### config.mk
export PLATFORM = sky130hd
export DESIGN_NAME = instr_loader
export DESIGN_NICKNAME = d
export VERILOG_FILES = /design/src/rtl/cpu_pkg.sv /design/src/rtl/instr_loader.sv
export SDC_FILE = /design/constraint.sdc
export NUM_CORES = 1
export LEC_CHECK = 0
export ABC_AREA = 1
export CORE_ASPECT_RATIO = 1.5
export CORE_MARGIN = 2
export CORE_UTILIZATION = 40
export CTS_CLUSTER_SIZE = 10
export DETAILED_ROUTE_END_ITERATION = 10
export PLACE_DENSITY = 0.79
export SLEW_MARGIN = 5
export SYNTH_ARGS = -nofsm -noshare
export SYNTH_HDL_FRONTEND = slang
export SYNTH_SLANG_ARGS = --single-unit
### constraint.sdc
create_clock -name clk -period 1.2 [get_ports clk]
set_input_delay 0.36 -clock clk [delete_from_list [all_inputs] [get_ports clk]]
set_output_delay 0.36 -clock clk [all_outputs]
set_load 0.1 [all_outputs]
### src/rtl/cpu_pkg.sv
// Shared CPU definitions: instruction field layout and loader states.
// Imported by the boot loader and the core.
package cpu_pkg;

  localparam int INSTR_W  = 16;
  localparam int OPC_MSB  = 15;
  localparam int OPC_LSB  = 12;
  localparam int FUNC_MSB = 11;
  localparam int FUNC_LSB = 4;

  typedef enum logic [2:0] {
    LD_HI    = 3'd0,
    LD_LO    = 3'd1,
    LD_FLUSH = 3'd2,
    LD_DONE  = 3'd3,
    LD_ERR   = 3'd4
  } ld_state_e;

  function automatic logic [3:0] opcode_of(
    input logic [INSTR_W-1:0] w
  );
    return w[OPC_MSB:OPC_LSB];
  endfunction

  function automatic logic [7:0] func_of(
    input logic [INSTR_W-1:0] w
  );
    return w[FUNC_MSB:FUNC_LSB];
  endfunction

endpackage

### src/rtl/instr_loader.sv
// Boot loader: packs a byte stream into 16-bit words, writes imem,
// and holds the CPU in reset until the whole program is stored.
module instr_loader
  import cpu_pkg::*;
#(
  parameter int INSTR_W   = 16,
  parameter int ADDR_W    = 12,
  parameter int MAX_WORDS = 4096
) (
  input  logic               clk,
  input  logic               rst,
  input  logic               s_valid,
  input  logic [7:0]         s_data,
  input  logic               s_last,
  output logic               s_ready,
  output logic               imem_we,
  output logic [ADDR_W-1:0]  imem_addr,
  output logic [INSTR_W-1:0] imem_wdata,
  output logic               cpu_rst,
  output logic               load_done,
  output logic               load_err,
  output logic [ADDR_W:0]    word_count
);

  localparam logic [ADDR_W:0] WC_MAX = MAX_WORDS;
  localparam logic [ADDR_W:0] WC_ONE = 1;

  ld_state_e          st_q, st_d;
  logic [7:0]         hi_q, hi_d;
  logic [ADDR_W:0]    wc_q, wc_d;
  logic               we_q, we_d;
  logic [ADDR_W-1:0]  addr_q, addr_d;
  logic [INSTR_W-1:0] wdata_q, wdata_d;
  logic               cpu_rst_q, cpu_rst_d;
  logic               done_q, done_d;
  logic               err_q, err_d;
  logic               hs;

  // Accept bytes only while assembling words and out of reset.
  assign s_ready = rst & ((st_q == LD_HI) | (st_q == LD_LO));
  assign hs      = s_valid & s_ready;

  // Next-state and registered-output logic of the load sequence.
  always_comb begin
    st_d      = st_q;
    hi_d      = hi_q;
    wc_d      = wc_q;
    we_d      = 1'b0;
    addr_d    = addr_q;
    wdata_d   = wdata_q;
    cpu_rst_d = cpu_rst_q;
    done_d    = done_q;
    err_d     = err_q;
    unique case (st_q)
      LD_HI: begin
        if (hs) begin
          if (s_last || (wc_q == WC_MAX)) begin
            st_d  = LD_ERR;
            err_d = 1'b1;
          end else begin
            hi_d = s_data;
            st_d = LD_LO;
          end
        end
      end
      LD_LO: begin
        if (hs) begin
          we_d    = 1'b1;
          wdata_d = {hi_q, s_data};
          addr_d  = wc_q[ADDR_W-1:0];
          wc_d    = wc_q + WC_ONE;
          st_d    = s_last ? LD_FLUSH : LD_HI;
        end
      end
      LD_FLUSH: begin
        st_d      = LD_DONE;
        done_d    = 1'b1;
        cpu_rst_d = 1'b0;
      end
      LD_DONE: begin
        st_d = LD_DONE;
      end
      LD_ERR: begin
        st_d = LD_ERR;
      end
      default: begin
        st_d  = LD_ERR;
        err_d = 1'b1;
      end
    endcase
  end

  // State and output registers with synchronous active-low reset.
  always_ff @(posedge clk) begin
    if (!rst) begin
      st_q      <= LD_HI;
      hi_q      <= '0;
      wc_q      <= '0;
      we_q      <= 1'b0;
      addr_q    <= '0;
      wdata_q   <= '0;
      cpu_rst_q <= 1'b1;
      done_q    <= 1'b0;
      err_q     <= 1'b0;
    end else begin
      st_q      <= st_d;
      hi_q      <= hi_d;
      wc_q      <= wc_d;
      we_q      <= we_d;
      addr_q    <= addr_d;
      wdata_q   <= wdata_d;
      cpu_rst_q <= cpu_rst_d;
      done_q    <= done_d;
      err_q     <= err_d;
    end
  end

  assign imem_we    = we_q;
  assign imem_addr  = addr_q;
  assign imem_wdata = wdata_q;
  assign cpu_rst    = cpu_rst_q;
  assign load_done  = done_q;
  assign load_err   = err_q;
  assign word_count = wc_q;

endmodule

==> results.py <==
metrics = {
    "outcome": {
        "status": "finished, violations left",
        "violations": "negative setup slack",
    },
    "placement": {
        "place_congestion": 0.895,
        "io_buffers": 57,
        "placed_area_mm2": 0.00378,
        "dp_hpwl_um": 4620,
        "dp_slack_ns": -0.773,
    },
    "setup_path": {
        "r2r.worst_path.cells": 9,
        "crit_slowest_cell": "dfxtp_2",
        "worstPathArrival_ns": 1.84,
        "critPathCaptureType": "flop",
        "r2r_slack_ns": -0.40,
        "cp_common_cell": "buf_4",
        "r2r-end": "imem_addr[7]",
        "crit_fanout": 5,
        "cp_top_family": "buffers and inverters",
        "start_kind": "flop",
        "timing.rr.start": "st_q[2]",
        "slowest_delay_ns": 0.35,
        "path_class": "reg -> reg",
        "required_ns": 1.44,
        "path_cells": "nor2_4 -> buf_6 -> nand3_4 -> buf_4 -> nor2_4 -> buf_4 -> buf_4 -> o21ai_1 -> a21oi_1",
        "worst-path-buf-inv": 4,
    },
    "synthesis": {
        "synth_top_area_share_pct": 49.1,
        "postSynthCellCount": 305,
        "yosys.cell_types.count": 22,
        "yosysSeqAreaShare_pct": 49.1,
        "synth-seq-cells": 56,
        "synth.avg_cell_area_um2": 7.48,
        "synth-main-ff-cell": "dfxtp_1",
        "synthesis.area_mm2": 0.00228,
        "synth_top_area_cell": "dfxtp_1",
        "async_reset_ff_share_pct": 0,
        "yosys_warnings": 0,
        "syn_nets": 319,
        "synth-edff-count": 0,
        "yosys-top-cells-area": "dfxtp_1 49%, nand2_1 13%, a21oi_1 9.2%",
    },
    "floorplanning": {
        "coreArea_mm2": 0.00549,
        "die_w_um": 65.7,
        "die_area_mm2": 0.00634,
        "die_h_um": 96.5,
        "initial_core_util_pct": 41.6,
        "fp-row-count": 33,
        "ios": 58,
    },
    "sta": {
        "maxSlewHeadroom_pct": 76.5,
        "final.min_clock_period_ns": 1.60,
        "hold_ws_ns": 0.468,
        "fin_skew_ns": 0.0183,
        "slew_viol_final": 0,
        "finalWorstSetupSlack_ns": -0.396,
        "fmax_mhz": 627,
        "hold_viol": 0,
        "tightest_slew_ns": 0.352,
        "rsz0062_at_grt": "yes",
        "period_share_pct": 133,
        "finalSetupViolCount": 98,
    },
    "route": {
        "first_pass_iters": 7,
        "wl_um": 9980,
        "ant_nets": 0,
        "drtIter0Drc": 219,
        "vias": 2786,
        "drc": 0,
        "wl_per_cell_um": 19.2,
        "vias_per_cell": 5.36,
    },
    "cells_and_area": {
        "drive_above_1_share_pct": 55.3,
        "mostFrequentLayoutCells": "67 x nand2_1, 63 x buf_4, 48 x buf_12",
        "final_area_mm2": 0.00457,
        "diodes": 0,
        "final_util_pct": 83.2,
        "syn_to_final_growth_pct": 100,
        "final_nets": 463,
        "fill_cells": 273,
        "final_common_cell": "nand2_1",
    },
    "global_routing": {
        "antenna_found_initial": 0,
        "gr-total-overflow": 0,
        "grt_pass1_wl_um": 12500,
        "grt_usage_pct": 25.8,
        "grt_pass1_vias": 2639,
        "grt_max_degree": 21,
    },
    "run": {
        "drv_cap": 0,
    },
    "pwr": {
        "p_comb_share_pct": 15.3,
        "power_density_mw_per_mm2": 791,
        "p_sw_w": 0.00109,
        "switching_share_pct": 30.1,
        "p_int_w": 0.00253,
        "ir_drop_v": 0.00107,
        "power_frac_seq_pct": 52.3,
        "p_leak_nw": 1.93,
        "clkPwrFrac_pct": 32.4,
    },
    "min_path": {
        "worstHoldPathCells": 2,
        "hold_path_end": "imem_wdata[15]",
        "hp-start": "hi_q[7]",
        "hold_class": "reg -> reg",
    },
    "clock_tree": {
        "htree_levels": 2,
        "clk_path_buf_depth": 2,
        "cts_made_buffers": 5,
        "root_buffer": "clkbuf_8",
        "clkSinkCount": 56,
        "cts_tree": "built",
        "cts_hold_buf": 0,
        "clock_latency_ns": 0.34,
        "cts.reportedPaths.clkPinSlew_ns": 0.11,
    },
}
## state kept, by name, indices dropped and copies added (netlist names)
register	count
cpu_rst	1
load_done	1
imem_we	1
word_count	13
imem_addr	12
hi_q	8
st_q	3
load_err	1
imem_wdata	16
## repair_timing
action | 4_1_cts | 5_1_grt
pin swaps | 7 | 16
endpoints found under the setup margin | 100 | 100
setup buffers | 25 | 24
gates cloned | 3 | 1
resized for setup | 39 | 50
## tightest hold or removal path, delay by kind of cell, from the launching register on
kind            cells  cell delay, ns
compound gates      1            0.06
flops               1            0.31
buf+inv             1            0.07
## through the flow
step	cells	TNS, ns	power, W
floorplan	305	-3.46	0.00220
global placement	461	-31.30	0.00237
detailed placement	461	-34.47	0.00238
CTS	496	-11.13	0.00351
global route	520	-21.95	0.00371
finish	520	-18.64	0.00361
## worst max-delay path by stage
stage / from / endpoint / slack (ns) / cells after the start
finish: st_q[2] / imem_addr[7] / -0.40 / 9
global route: st_q[2] / word_count[4] / -0.45 / 9
CTS: st_q[1] / s_ready / -0.27 / 4
detailed placement: rst / hi_q[2] / -0.77 / 8
global placement: rst / hi_q[5] / -0.69 / 7
floorplan: rst / s_ready / -0.27 / 4
## layout make-up
| cell class | instances | area, µm² | share of cell area [%] |
|---|---|---|---|
| clock buffer | 5 | 68.8 | 1.51 |
| sequential | 56 | 1210 | 26.6 |
| inverter | 24 | 100 | 2.19 |
| tap | 70 | 87.6 | 1.92 |
| timing repair buffer | 147 | 1830 | 40.0 |
| clock inverter | 3 | 28.8 | 0.630 |
| multi-input combinational | 215 | 1240 | 27.2 |
## cells in the mapped netlist, types with 3 or more instances
cell,instances
nand2_1,80
dfxtp_1,56
nor2_1,50
a21oi_1,42
inv_1,24
o21ai_0,13
nand3_1,9
clkbuf_1,4
xor2_1,4
buf_2,3
buf_4,3
nor3_1,3
## layer usage
metal | vias to the layer above | track usage (%) | wire length (µm)
li1 | 1257 | - | -
met1 | 1339 | 27.4 | 3550
met2 | 151 | 49.8 | 5430
met3 | 39 | 4.06 | 519
met4 | 0 | 10.2 | 487
met5 | - | 0 | 0
## cell families (layout without fill, tap and decap cells)
logic type                 Yosys count  count (layout)  synth area share [%]
and+or+nand+nor                    149             152                  27.6
AOI/OAI and AO/OA                   56              56                  12.4
xor gates and xnor gates             5               5                  1.92
adders and majority gates            2               2                  1.10
DFF                                 56              56                  49.1
buffers and inverters               37             179                  7.84
## power by group through the flow
stage	sequential (W)	combinational, W	clock, W
after floorplan	0.00202	0.000180	0
after global placement	0.00193	0.000434	0
after detailed placement	0.00194	0.000444	0
after CTS	0.00189	0.000488	0.00113
after global routing	0.00189	0.000577	0.00124
final	0.00189	0.000552	0.00117
(Power assumes the default switching activity.)
